## src/rtl/up_param.sv

```systemverilog
// up_param -- multicycle accumulator CPU with configurable data/address width.
//
// A single shared instruction/data memory is accessed through a req/ready
// handshake, so the core tolerates any number of memory wait states.
// Every instruction is fetched (FETCH) and then decoded (DECODE).
// Memory-operand instructions take one more state (EXEC).
//
// Instruction word: opcode = ir[DW-1:DW-4], operand = ir[AW-1:0]; bits in
// between are ignored. Requires DW >= AW+4.
//
// Ports:
//   clock      rising-edge clock
//   reset      asynchronous, active-low reset
//   mem_req    memory transaction request
//   mem_we     1 = write, 0 = read (valid while mem_req=1)
//   mem_addr   transaction address (AW bits)
//   mem_wdata  write data (acc during STA)
//   mem_rdata  read data, taken on the edge where mem_req & mem_ready
//   mem_ready  completes the pending transaction on a rising edge
//   pc         program counter
//   ir         instruction register
//   acc        accumulator
//   halted     high while in the HALT state
module up_param #(
  parameter int DW       = 16,
  parameter int AW       = 8,
  parameter int RESET_PC = 0
) (
  input  logic          clock,
  input  logic          reset,
  output logic          mem_req,
  output logic          mem_we,
  output logic [AW-1:0] mem_addr,
  output logic [DW-1:0] mem_wdata,
  input  logic [DW-1:0] mem_rdata,
  input  logic          mem_ready,
  output logic [AW-1:0] pc,
  output logic [DW-1:0] ir,
  output logic [DW-1:0] acc,
  output logic          halted
);

  typedef enum logic [2:0] {
    st_start  = 3'd0,
    st_fetch  = 3'd1,
    st_decode = 3'd2,
    st_exec   = 3'd3,
    st_halt   = 3'd4
  } state_t;

  localparam logic [3:0] op_nop = 4'h0;
  localparam logic [3:0] op_lda = 4'h1;
  localparam logic [3:0] op_sta = 4'h2;
  localparam logic [3:0] op_add = 4'h3;
  localparam logic [3:0] op_sub = 4'h4;
  localparam logic [3:0] op_and = 4'h5;
  localparam logic [3:0] op_or  = 4'h6;
  localparam logic [3:0] op_jmp = 4'h7;
  localparam logic [3:0] op_jz  = 4'h8;
  localparam logic [3:0] op_jn  = 4'h9;
  localparam logic [3:0] op_ldi = 4'hA;
  localparam logic [3:0] op_not = 4'hB;
  localparam logic [3:0] op_hlt = 4'hF;

  state_t        state, state_nx;
  logic [AW-1:0] pc_nx;
  logic [DW-1:0] ir_nx;
  logic [DW-1:0] acc_nx;
  logic [3:0]    opcode;
  logic [AW-1:0] operand;

  assign opcode  = ir[DW-1:DW-4];
  assign operand = ir[AW-1:0];

  // Memory-operand ALU. ADD/SUB wrap modulo 2^DW; no carry or flags kept.
  function automatic logic [DW-1:0] alu(input logic [3:0]    op,
                                        input logic [DW-1:0] a,
                                        input logic [DW-1:0] m);
    logic signed [DW-1:0] sa;
    logic signed [DW-1:0] sm;
    sa = signed'(a);
    sm = signed'(m);
    case (op)
      op_lda:  alu = m;
      op_add:  alu = sa + sm;
      op_sub:  alu = sa - sm;
      op_and:  alu = a & m;
      op_or:   alu = a | m;
      default: alu = a;
    endcase
  endfunction

  // State and architectural registers. Reset is asynchronous so a pending
  // write is withdrawn the moment reset asserts (the memory outputs below
  // decode straight from state).
  always_ff @(posedge clock or negedge reset) begin
    if (!reset) begin
      state <= st_start;
      pc    <= AW'(RESET_PC);
      ir    <= '0;
      acc   <= '0;
    end else begin
      state <= state_nx;
      pc    <= pc_nx;
      ir    <= ir_nx;
      acc   <= acc_nx;
    end
  end

  // Next-state and memory-interface decode. Memory outputs are purely a
  // function of registered state, so they hold steady across wait states.
  always_comb begin
    state_nx  = state;
    pc_nx     = pc;
    ir_nx     = ir;
    acc_nx    = acc;
    mem_req   = 1'b0;
    mem_we    = 1'b0;
    mem_addr  = '0;
    mem_wdata = '0;
    halted    = 1'b0;

    case (state)
      // START: one idle cycle after reset release
      st_start: state_nx = st_fetch;

      // FETCH: read instruction at pc, post-increment (wraps)
      st_fetch: begin
        mem_req  = 1'b1;
        mem_addr = pc;
        if (mem_ready) begin
          ir_nx    = mem_rdata;
          pc_nx    = pc + 1'b1;
          state_nx = st_decode;
        end
      end

      // DECODE: non-memory ops finish here; jumps override the increment
      st_decode: begin
        state_nx = st_fetch;
        case (opcode)
          op_lda, op_sta, op_add,
          op_sub, op_and, op_or:  state_nx = st_exec;
          op_jmp:                 pc_nx = operand;
          op_jz:  if (acc == '0)  pc_nx = operand;
          op_jn:  if (acc[DW-1])  pc_nx = operand;
          op_ldi:                 acc_nx = DW'(operand);
          op_not:                 acc_nx = ~acc;
          op_hlt:                 state_nx = st_halt;
          default:                ;
        endcase
      end

      // EXEC: one memory operand transaction, then back to FETCH
      st_exec: begin
        mem_req  = 1'b1;
        mem_addr = operand;
        if (opcode == op_sta) begin
          mem_we    = 1'b1;
          mem_wdata = acc;
        end
        if (mem_ready) begin
          if (opcode != op_sta) acc_nx = alu(opcode, acc, mem_rdata);
          state_nx = st_fetch;
        end
      end

      // HALT: parked until reset
      st_halt: halted = 1'b1;

      default: state_nx = st_start;
    endcase
  end

endmodule

```

## config.mk

```make
export PLATFORM = sky130hd
export DESIGN_NAME = up_param
export DESIGN_NICKNAME = d
export VERILOG_FILES = /design/src/rtl/up_param.sv
export SDC_FILE = /design/constraint.sdc
export NUM_CORES = 1
export LEC_CHECK = 0
export CAP_MARGIN = 20
export CORE_ASPECT_RATIO = 1.4
export CORE_MARGIN = 3
export CORE_UTILIZATION = 35
export CTS_CLUSTER_DIAMETER = 30
export CTS_CLUSTER_SIZE = 10
export DETAILED_ROUTE_END_ITERATION = 10
export MAX_ROUTING_LAYER = met4
export PLACE_DENSITY_LB_ADDON = 0.08
export SLEW_MARGIN = 40
export SYNTH_ARGS = -nofsm -noshare
export SYNTH_HDL_FRONTEND = slang
export SYNTH_SLANG_ARGS = --single-unit
```

## constraint.sdc

```tcl
create_clock -name clock -period 8.1 [get_ports clock]
set_clock_uncertainty 0.2 [all_clocks]
set_input_delay 1.215 -clock clock [delete_from_list [all_inputs] [get_ports clock]]
set_output_delay 1.215 -clock clock [all_outputs]
set_load 0.05 [all_outputs]
```

==> flow_summary.json, run 1 <==
{
  "run_status": "complete, no violations",
  "path_clk_slew_ns": 0.07,
  "final_core_util_pct": 47.1,
  "relSlewSlack_pct": 51.6,
  "dieWidth_microns": 96.7,
  "period_minus_slack_ns": 4.72,
  "ff2ff_setup_slack_ns": 4.11,
  "wire_per_inst_microns": 20.5,
  "synthFlopType": "dfrtp_1",
  "die_area_sq_mm": 0.0129,
  "slowest_delay_ns": 0.53,
  "pin_count": 86,
  "muxShareOfSynthArea_pct": 6.67,
  "endpoint_kind": "register",
  "viasPerCell": 5.85,
  "gp_congestion": 0.956,
  "cts_sinks": 43,
  "synth_top_area_share_pct": 26.7,
  "synth_area_sq_mm": 0.00403,
  "irDropWorstVdd_v": 0.000338,
  "yosys-top-cells-area": "dfrtp_1, a21oi_1, ha_1",
  "synth-edff-count": 0,
  "synth_cell_types": 63,
  "p_leak_nw": 2.08,
  "hpwl_microns": 10900,
  "yosys_warnings": 0,
  "drtIter0Drc": 320,
  "synth_compound_area_share_pct": 25.5,
  "cts_tree": "built",
  "multi_input_area_sq_mm": 0.00282,
  "rows": 45,
  "insertion_delay_ns": 0.30,
  "fillers": 1131,
  "critPathRequiredTime_ns": 8.13,
  "htree_levels": 2,
  "critPathSlowestCell": "clkdlybuf4s50_1",
  "grt_pass1_vias": 4390,
  "drive_gt1_share_pct": 8.19,
  "setup_slack_ns": 3.38,
  "ys_seq_area_share_pct": 26.7,
  "synth_common_cells": "nand2_1, a21oi_1, dfrtp_1, nor2_1, o21ai_0",
  "slew_violations": 0,
  "hold_buffers": 0,
  "cts.repair.resized": 0,
  "vias": 4256,
  "drt_wl_total_microns": 14900,
  "synth_top_area_cell": "dfrtp_1",
  "layout.nets": 624,
  "crit_fanout": 7,
  "synth_xor_area_share_pct": 5.43,
  "cts_setup_buffers": 0,
  "worst_pin_slew_ns": 0.725,
  "start_util_pct": 36.5,
  "min_path_type": "register to register",
  "max_freq_ghz": 0.212,
  "yosys.area_share.simple_pct": 24.4,
  "total_power_mw": 2.48,
  "die_h_microns": 133,
  "postRouteAntennaNets": 0,
  "fin_tns_setup_ns": 0,
  "clk_path_buf_depth": 2,
  "place_ws_ns": 3.12,
  "cp_cell_sequence": "clkdlybuf4s50_1 -> inv_1 -> ha_1 -> nand2b_1 -> nor3_1 -> a21oi_1 -> xnor2_1 -> ha_1 -> and3_1 -> nand3_1 -> a21oi_1 -> o21bai_1 -> a2111o_1 -> nand3_1",
  "numCtsBuffers": 5,
  "period_share_pct": 58.3,
  "synth-adder-area-share_pct": 6.39,
  "antenna_found_initial": 0,
  "final-hold-violation-count": 0,
  "syn_nets": 553,
  "seq_area_sq_mm": 0.00108,
  "start_kind": "input pin",
  "synth_top_family_by_area": "compound AO/OA/AOI/OAI gates",
  "drt_first_pass_iters": 5,
  "synth.avg_cell_area_sq_um": 7.85,
  "power_density_mw_per_mm2": 478,
  "setup_viol": 0,
  "grt_max_degree": 44,
  "drc": 0,
  "core_area_sq_mm": 0.0110,
  "synth_async_sr_flop_share_pct": 100,
  "drv_cap": 0,
  "synth.most_common_cell": "nand2_1",
  "port_buffers": 85,
  "antenna_cells": 0,
  "syn_inst": 514,
  "cts-root-buf": "clkbuf_16",
  "critical_path_arrival_ns": 4.75,
  "rsz0062_at_grt": "no",
  "grt_overflow": 0,
  "ys_ff_latch": 43,
  "worstSetupPathType": "input pin to register",
  "grt_pass1_wl_microns": 23700,
  "syn_to_final_growth_pct": 28.8,
  "grtUsageTotal_pct": 23.6
}
[cell type report]
cell class	instances	share of cell area [%]
multi-input cells	425	54.3
flip-flops and latches	43	20.7
repair buffers	94	17.6
well taps	141	3.40
clock buffers	5	2.41
inverters	16	1.16
clock inverters	3	0.386
[final timing paths]
check | startpoint | endpoint | cells past startpoint
worst min register to register | ir[9] | ir[9] | 1
worst max-delay path | mem_rdata[0] | acc[12] | 14
worst min-delay path | ir[9] | ir[9] | 1
worst max register to register | ir[14] | acc[12] | 11
min in group asynchronous | reset | pc[1] | 2
max in group asynchronous | reset | acc[9] | 2
[placed cells by master (no fill, tap or decap), types with 6 or more instances in the layout]
cell type	instances
mux2i_1	10
a21o_1	8
xnor2_1	18
nand3_1	17
a22oi_1	6
o21ai_0	38
buf_4	9
a31oi_1	15
dfrtp_1	43
nand2b_1	7
nand2_1	57
and2_1	19
nor2_1	39
mux2_2	15
ha_1	19
nor3_1	15
inv_1	16
a21oi_1	49
xor2_1	7
clkdlybuf4s50_1	84
[critical path: cells and delay by family]
kind / cells / cell delay (ns)
AOI/OAI and AO/OA: 4 / 1.08
and+or+nand+nor: 5 / 1.03
buffers and inverters: 2 / 0.69
adders and majority gates: 2 / 0.57
xor gates and xnor gates: 1 / 0.15
[per-layer routing]
| layer | track usage (%) | wire length (microns) |
|---|---|---|
| met5 | - | 0 |
| met4 | 10.2 | 541 |
| met1 | 28.0 | 6210 |
| met3 | 3.22 | 752 |
| met2 | 39.9 | 7360 |
[registers in the layout, indices dropped and copies added (netlist names)]
| name | count |
|---|---|
| acc | 16 |
| ir | 16 |
| state | 3 |
| pc | 8 |
[per-stage QoR]
| step | instances | instance area [sq um] | hold WS, ns |
|---|---|---|---|
| 2_1_floorplan | 514 | 4030 | 0.259 |
| 3_3_place_gp | 716 | 4990 | 0.287 |
| 6_report | 727 | 5190 | 0.306 |
| 4_1_cts | 725 | 5170 | 0.304 |
| 5_1_grt | 727 | 5190 | 0.329 |
| 3_5_place_dp | 717 | 5030 | 0.288 |
[cells by family (layout without fill, tap and decap cells)]
kind of cell,count (synthesis),in the layout
flip-flops,43,43
XOR/XNOR,25,25
buffers and inverters,46,118
AND/OR/NAND/NOR,192,192
multiplexers,25,25
adder cells (fa/ha/maj),20,20
AO/OA/AOI/OAI,163,163
[where the power goes]
group          leakage (nW)  internal [mW]  total (mW)  switching (mW)
clock network        0.0658          0.114       0.214           0.100
logic                  1.48          0.642        1.75            1.10
registers             0.532          0.309       0.521           0.212
total                  2.08           1.07        2.48            1.42
(Power assumes the default switching activity.)
==> run 2: changes to the inputs <==
Clock period 8.1 ns to 4.05 ns, I/O delays scaled along.
==> flow_summary.json, run 2 (synthesis gave the netlist of run 1 again) <==
{
  "place_ws_ns": -0.00122,
  "cts.repair.resized": 0,
  "irDropWorstVdd_v": 0.000758,
  "cts_tree": "built",
  "drtIter0Drc": 305,
  "largestRegisters": "acc x16, ir x16, pc x8",
  "wire_per_inst_microns": 19.5,
  "antenna_found_initial": 0,
  "port_buffers": 85,
  "vias": 4331,
  "multi_input_area_sq_mm": 0.00280,
  "hold_buffers": 0,
  "start_kind": "input pin",
  "insertion_delay_ns": 0.29,
  "final_common_cell": "clkdlybuf4s50_1",
  "p_sw_mw": 2.79,
  "htree_levels": 2,
  "core_area_sq_mm": 0.0110,
  "intPower_mw": 2.25,
  "crit_fanout": 7,
  "drc": 0,
  "grtUsageTotal_pct": 23.1,
  "critical_path_arrival_ns": 3.80,
  "ff2ff_setup_slack_ns": 0.65,
  "grt_pass1_wl_microns": 23400,
  "numCtsBuffers": 5,
  "drv_cap": 0,
  "cts-root-buf": "clkbuf_16",
  "grt_overflow": 0,
  "relSlewSlack_pct": 51.1,
  "postRouteAntennaNets": 0,
  "switching_share_pct": 55.4,
  "grt_max_degree": 44,
  "grt_pass1_vias": 4337,
  "cts_setup_buffers": 0,
  "power_density_mw_per_mm2": 951,
  "die_area_sq_mm": 0.0129,
  "critPathRequiredTime_ns": 4.08,
  "slew_violations": 0,
  "antenna_cells": 0,
  "viasPerCell": 5.81,
  "min_path_type": "input pin to asynchronous set/reset pin",
  "pin_count": 86,
  "worst_r2r_startpoint": "ir[15]",
  "layout.nets": 643,
  "run_status": "complete, no violations",
  "path_clk_slew_ns": 0.07,
  "drive_gt1_share_pct": 13.6,
  "seq_area_sq_mm": 0.00108,
  "period_share_pct": 93.0,
  "hpwl_microns": 10700,
  "combPwrFrac_pct": 70.9,
  "rr_worst_depth": 12,
  "final-hold-violation-count": 0,
  "cts_sinks": 43,
  "rsz0062_at_grt": "no",
  "dieWidth_microns": 96.7,
  "p_leak_nw": 2.22,
  "setup_viol": 0,
  "gp_congestion": 0.917,
  "p_seq_share_pct": 19.3,
  "clk_path_buf_depth": 2,
  "start_util_pct": 36.5,
  "final_cell_mix": "clkdlybuf4s50_1, nand2_1, a21oi_1",
  "clkPwrFrac_pct": 9.8,
  "drt_wl_total_microns": 14500,
  "r2r-end": "acc[12]",
  "die_h_microns": 133,
  "syn_to_final_growth_pct": 31.4,
  "rows": 45,
  "worst_pin_slew_ns": 0.727,
  "fillers": 1120,
  "setup_slack_ns": 0.285,
  "endpoint_kind": "register",
  "drt_first_pass_iters": 5,
  "worstSetupPathType": "input pin to register",
  "period_minus_slack_ns": 3.77,
  "fin_hold_ws_ns": 0.120,
  "max_freq_ghz": 0.266
}
==> run 2: how the worst max path moves through the flow <==
stage                         end  slack [ns]  cells after the start         start
global placement          acc[12]        0.11                     14  mem_rdata[0]
floorplan           mem_wdata[10]        0.56                      5        ir[14]
detailed placement        acc[12]      -0.001                     14  mem_rdata[0]
finish                    acc[12]        0.28                     14  mem_rdata[0]
global route              acc[13]       0.002                     16  mem_rdata[0]
CTS                       acc[12]        0.30                     14  mem_rdata[0]
==> run 2: metrics by stage <==
| stage | power (mW) | cells | area (sq um) | utilization (%) | setup TNS [ns] |
|---|---|---|---|---|---|
| after floorplan | 3.37 | 514 | 4030 | - | 0 |
| final | 5.04 | 746 | 5300 | 48.0 | 0 |
| after global placement | 4.49 | 737 | 5100 | 46.2 | 0 |
| after detailed placement | 4.51 | 738 | 5120 | 46.4 | -0.00122 |
| after global routing | 5.38 | 746 | 5300 | 48.0 | 0 |
| after CTS | 5.03 | 746 | 5300 | 48.0 | 0 |
==> run 2: metal layers <==
metal  wire length (microns)  part of all wire, %  global-route usage, %
met1                    6160                   42                   28.2
met4                     494                  3.4                   8.90
met5                       0                    0                      -
met3                     631                  4.3                   2.69
met2                    7240                   50                   38.9
==> run 2: power by group through the flow <==
stage | Sequential (mW) | Combinational, mW | Clock, mW
finish | 0.972 | 3.58 | 0.494
global route | 1.01 | 3.84 | 0.521
CTS | 0.969 | 3.56 | 0.507
detailed placement | 0.976 | 3.54 | 0
global placement | 0.975 | 3.51 | 0
floorplan | 1.48 | 1.89 | 0
==> run 2: final cells by class <==
| class | instances | share of cell area [%] |
|---|---|---|
| multi-input cells | 425 | 52.8 |
| flip-flops and latches | 43 | 20.3 |
| repair buffers | 113 | 19.2 |
| well taps | 141 | 3.33 |
| clock buffers | 6 | 2.62 |
| inverters | 16 | 1.13 |
| clock inverters | 2 | 0.661 |
==> run 2: critical path, stage by stage <==
cell,delay [ns]
clkdlybuf4s50_1,0.54
inv_1,0.16
ha_1,0.18
nand2b_1,0.09
nor3_1,0.33
a21oi_1,0.14
xnor2_1,0.14
ha_1,0.36
and3_1,0.27
nand3_1,0.10
a21oi_1,0.25
o21bai_1,0.12
a2111o_1,0.41
nand3_1,0.08
